### config.mk
export PLATFORM = sky130hd
export DESIGN_NAME = serial_adder
export DESIGN_NICKNAME = d
export VERILOG_FILES = /design/src/rtl/serial_adder.sv
export SDC_FILE = /design/constraint.sdc
export NUM_CORES = 1
export LEC_CHECK = 0
export ABC_AREA = 1
export CAP_MARGIN = 40
export CELL_PAD_IN_SITES_DETAIL_PLACEMENT = 0
export CELL_PAD_IN_SITES_GLOBAL_PLACEMENT = 2
export CORE_MARGIN = 8
export CORE_UTILIZATION = 31
export CTS_CLUSTER_DIAMETER = 200
export DETAILED_ROUTE_END_ITERATION = 8
export GPL_TIMING_DRIVEN = 0
export HOLD_SLACK_MARGIN = 0.08
export PLACE_DENSITY_LB_ADDON = 0.1
export REMOVE_ABC_BUFFERS = 1
export SETUP_SLACK_MARGIN = 0.15
export SYNTH_ARGS = -nofsm -noshare
export SYNTH_HDL_FRONTEND = slang
export SYNTH_SLANG_ARGS = --single-unit
### constraint.sdc
create_clock -name clk -period 4.92 [get_ports clk]
set_clock_uncertainty 0.15 [all_clocks]
set_input_delay 1.476 -clock clk [delete_from_list [all_inputs] [get_ports clk]]
set_output_delay 1.476 -clock clk [all_outputs]
set_load 0.02 [all_outputs]
### src/rtl/serial_adder.sv
// -----------------------------------------------------------------------------
// serial_adder
// Multi-cycle adder/subtractor. It processes DIGIT bits per clock and keeps the
// carry in a register between digits. One operation takes WIDTH/DIGIT RUN
// cycles plus one DONE cycle. The result holds until the next DONE.
//
// Ports:
//   clk    in   rising-edge system clock
//   rst_n  in   synchronous active-low reset (highest priority)
//   start  in   request a new operation (sampled only in IDLE)
//   a, b   in   WIDTH-bit operands, captured when start is accepted
//   cin    in   carry-in (ignored when sub=1)
//   sub    in   0: a+b+cin, 1: a-b (a+~b+1)
//   busy   out  high in RUN and DONE
//   done   out  one-cycle pulse, result valid from this cycle on
//   sum    out  WIDTH-bit result
//   cout   out  carry out of MSB (sub mode: 1 = no borrow)
//   ovf    out  two's-complement overflow
// -----------------------------------------------------------------------------
module serial_adder #(
    parameter int WIDTH = 8,
    parameter int DIGIT = 1
) (
    input  logic             clk,
    input  logic             rst_n,
    input  logic             start,
    input  logic [WIDTH-1:0] a,
    input  logic [WIDTH-1:0] b,
    input  logic             cin,
    input  logic             sub,
    output logic             busy,
    output logic             done,
    output logic [WIDTH-1:0] sum,
    output logic             cout,
    output logic             ovf
);

    localparam int NDIG  = WIDTH / DIGIT;
    localparam int CNT_W = (NDIG > 1) ? $clog2(NDIG) : 1;
    localparam logic [CNT_W-1:0] LAST_DIG = CNT_W'(NDIG - 1);

    generate
        if (((WIDTH % DIGIT) != 0) || (WIDTH < 2) || (DIGIT < 1)) begin : g_bad_params
            $error("serial_adder: WIDTH must be >= 2 and a multiple of DIGIT >= 1");
        end
    endgenerate

    typedef enum logic [1:0] {
        ST_IDLE = 2'd0,
        ST_RUN  = 2'd1,
        ST_DONE = 2'd2
    } state_t;

    state_t           state_r;
    state_t           state_nxt_s;
    logic [WIDTH-1:0] a_r;
    logic [WIDTH-1:0] b_r;        // already inverted in sub mode
    logic [WIDTH-1:0] res_r;
    logic             carry_r;
    logic             a_msb_r;    // MSBs kept for ovf: the shift registers lose them
    logic             b_msb_r;
    logic [CNT_W-1:0] cnt_r;
    logic [DIGIT:0]   dig_s;      // {carry-out, DIGIT-bit digit sum}
    logic [WIDTH-1:0] res_nxt_s;
    logic             last_s;

    // Digit adder and the result shift-register value it produces.
    always_comb begin
        dig_s     = {1'b0, a_r[DIGIT-1:0]} + {1'b0, b_r[DIGIT-1:0]}
                  + {{DIGIT{1'b0}}, carry_r};
        // New digit enters at the top; after NDIG digits the LSB digit sits at the bottom.
        res_nxt_s = WIDTH'({dig_s[DIGIT-1:0], res_r} >> DIGIT);
        last_s    = (cnt_r == LAST_DIG);
    end

    // Next-state logic.
    always_comb begin
        state_nxt_s = state_r;
        case (state_r)
            ST_IDLE: begin
                if (start) begin
                    state_nxt_s = ST_RUN;
                end else begin
                    state_nxt_s = ST_IDLE;
                end
            end
            ST_RUN: begin
                if (last_s) begin
                    state_nxt_s = ST_DONE;
                end else begin
                    state_nxt_s = ST_RUN;
                end
            end
            ST_DONE: state_nxt_s = ST_IDLE;
            default: state_nxt_s = ST_IDLE;
        endcase
    end

    // State, datapath and registered outputs.
    always_ff @(posedge clk) begin
        if (!rst_n) begin
            state_r <= ST_IDLE;
            a_r     <= '0;
            b_r     <= '0;
            res_r   <= '0;
            carry_r <= 1'b0;
            a_msb_r <= 1'b0;
            b_msb_r <= 1'b0;
            cnt_r   <= '0;
            busy    <= 1'b0;
            done    <= 1'b0;
            sum     <= '0;
            cout    <= 1'b0;
            ovf     <= 1'b0;
        end else begin
            state_r <= state_nxt_s;
            busy    <= (state_nxt_s != ST_IDLE);
            done    <= (state_nxt_s == ST_DONE);
            case (state_r)
                ST_IDLE: begin
                    if (start) begin
                        a_r     <= a;
                        b_r     <= b ^ {WIDTH{sub}};
                        carry_r <= sub ? 1'b1 : cin;
                        a_msb_r <= a[WIDTH-1];
                        b_msb_r <= b[WIDTH-1] ^ sub;
                        cnt_r   <= '0;
                        res_r   <= '0;
                    end
                end
                ST_RUN: begin
                    a_r     <= a_r >> DIGIT;
                    b_r     <= b_r >> DIGIT;
                    carry_r <= dig_s[DIGIT];
                    cnt_r   <= cnt_r + CNT_W'(1);
                    res_r   <= res_nxt_s;
                    if (last_s) begin
                        sum  <= res_nxt_s;
                        cout <= dig_s[DIGIT];
                        // carry into MSB xor carry out
                        ovf  <= a_msb_r ^ b_msb_r ^ res_nxt_s[WIDTH-1] ^ dig_s[DIGIT];
                    end
                end
                default: begin
                end
            endcase
        end
    end

endmodule
==> results.cfg <==
[synthesis]
synthTopCellsByArea = dfxtp_1 44%, nand2_1 16%, nand3_1 8.5%
postSynthCellCount = 269
yosysSeqAreaShare = 0.443
syn_area_sq_um = 1940
yosys_warnings = 0
syn_area_per_cell_sq_um = 7.22
ys_seq_elements = 43
synth-edff-count = 0
synthDistinctLibCells = 24
synthArstFlopShare = 0
synthFlopType = dfxtp_1
synth_top_area_cell = dfxtp_1
synth_top_area_frac = 0.443

[timing]
tightest_slew_ns = 0.769
min_period_over_period = 0.680
clock.fmax_mhz = 299
slew_headroom = 0.486
tns_ns = 0
hold_viol_final = 0
slew_violations = 0
rsz0062_at_grt = false
fin_crit_ns = 3.35
whs_ns = 0.319
setup_violations = 0

[worst_setup_path]
crit_family = buffers and inverters
cp_data_arrival_time_ns = 3.44
ff2ff_setup_slack_ns = 2.93
critPathMaxFanout = 19
max_stage_delay_ns = 0.97
crit_chain = clkdlybuf4s50_1 -> clkinv_1 -> buf_16 -> a21oi_2 -> nand2_1 -> inv_1
start_kind = primary input
crit_required_ns = 5.02
end_kind = flop
timing_worst_setup_path_type = primary input to flop
worst_path_max_delay_cell = clkdlybuf4s50_1
critPathBufInv = 4

[layout]
layout_common_cells = 82 x nand2_1, 43 x dfxtp_1, 33 x nand3_1, 32 x clkdlybuf4s50_1, 31 x nor2_1
final_layout_size_suffix_gt1_frac = 0.0772
fin_area_sq_um = 2420
syn_to_final_growth_pct = 24.7
nets = 321
diodes = 0
layout_commonest_cell = nand2_1

[place]
io_buffers = 32
hpwlAfterDp_mm = 3.17
gp_congestion = 0.692
placed_area_sq_um = 2300

[routing]
wirelength_mm = 4.64
ant_nets = 0
drc = 0
firstDrtPassIters = 4
vias = 1653
detail_route.wl_per_cell_microns = 12.4
vias_per_cell = 4.41
drt_iter0_markers = 68

[floorplan]
row_count = 29
die_w_microns = 95.1
core-area_sq_um = 6200
start_util = 0.313
die_h_microns = 95.1
num_io_pins = 33
die_area_sq_um = 9050

[global_routing]
grt_usage = 0.112
grt_pass1_wl_mm = 7.80
overflow = 0
grt_pass1_vias = 1593
antenna_found_initial = 0
grt_max_degree = 26

[run_status]
status = finished clean

[clocking]
cts_buffer_depth = 2
root_buffer = clkbuf_8
htree_num_levels = 2
cts_resized = 0
postCtsHoldBufs = 0
clk_latency_ns = 0.30
cts_setup_buffers = 0
cts_inserted_buffers = 5
cts_sinks = 43
clkTransAtPathRegs_ns = 0.08
cts_tree = yes

[power_and_ir_drop]
ir_worst_vdd_mv = 0.161
p_leak_nw = 1.06
power_density_nw_per_um2 = 314

[hold_path]
hp-class = flop to flop

[run]
cap_violations = 0
[cell usage after synthesis (4+ instances only)]
master / n
nand2_1: 82
dfxtp_1: 43
nand3_1: 33
nor2_1: 31
inv_1: 20
a21oi_1: 16
xnor2_1: 7
inv_2: 4
nand2_4: 4
o21ai_0: 4
[registers in the layout (all words and copies together), names as in the netlist]
| register | flops |
|---|---|
| cnt_r | 3 |
| state_r | 2 |
| cout | 1 |
| done | 1 |
| sum | 8 |
| a_r | 8 |
| res_r | 7 |
| ovf | 1 |
| a_msb_r | 1 |
| b_r | 8 |
| carry_r | 1 |
| busy | 1 |
| b_msb_r | 1 |
[area by class of cell]
cell class	count	area (sq um)
Multi-Input combinational cell	187	896
Clock inverter	2	35.0
Clock buffer	6	82.6
Tap cell	77	96.3
Fill cell	682	3780
Inverter	27	103
Timing Repair Buffer	33	348
Sequential cell	43	861
[through the flow]
| step | instances | power, W | setup WS [ns] | utilization |
|---|---|---|---|---|
| 2_1_floorplan | 257 | 0.000437 | 2.55 | - |
| 3_3_place_gp | 366 | 0.000479 | 0.790 | 0.367 |
| 3_5_place_dp | 367 | 0.000481 | 1.21 | 0.371 |
| 4_1_cts | 375 | 0.000777 | 1.52 | 0.390 |
| 5_1_grt | 375 | 0.000806 | 1.46 | 0.390 |
| 6_report | 375 | 0.000759 | 1.57 | 0.390 |
[routing by layer]
layer / global-route usage / part of all wire
met5: 0 / 0
met4: 0.0364 / 0.0099
met3: 0.0425 / 0.044
met2: 0.172 / 0.46
met1: 0.141 / 0.49
[final timing paths]
check	from	to	cells after the start
worst max-delay path	rst_n	ovf	6
worst min-delay path	cnt_r[0]	cnt_r[0]	1
worst max register to register	state_r[0]	sum[2]	8
worst min register to register	cnt_r[0]	cnt_r[0]	1
[cells by family after synthesis]
logic type / after synthesis / share of synthesized area
AOI/OAI and AO/OA: 22 / 0.0599
buffers and inverters: 39 / 0.0954
adders and majority gates: 3 / 0.0232
and+or+nand+nor: 154 / 0.342
xor gates and xnor gates: 8 / 0.0361
DFF: 43 / 0.443
[report_power, final]
part,leakage [nW],switching (W),internal (W)
combinational,0.649,0.0000578,0.0000434
sequential,0.350,0.00000801,0.000362
clock,0.0612,0.000124,0.000164
(Power assumes the default switching activity.)
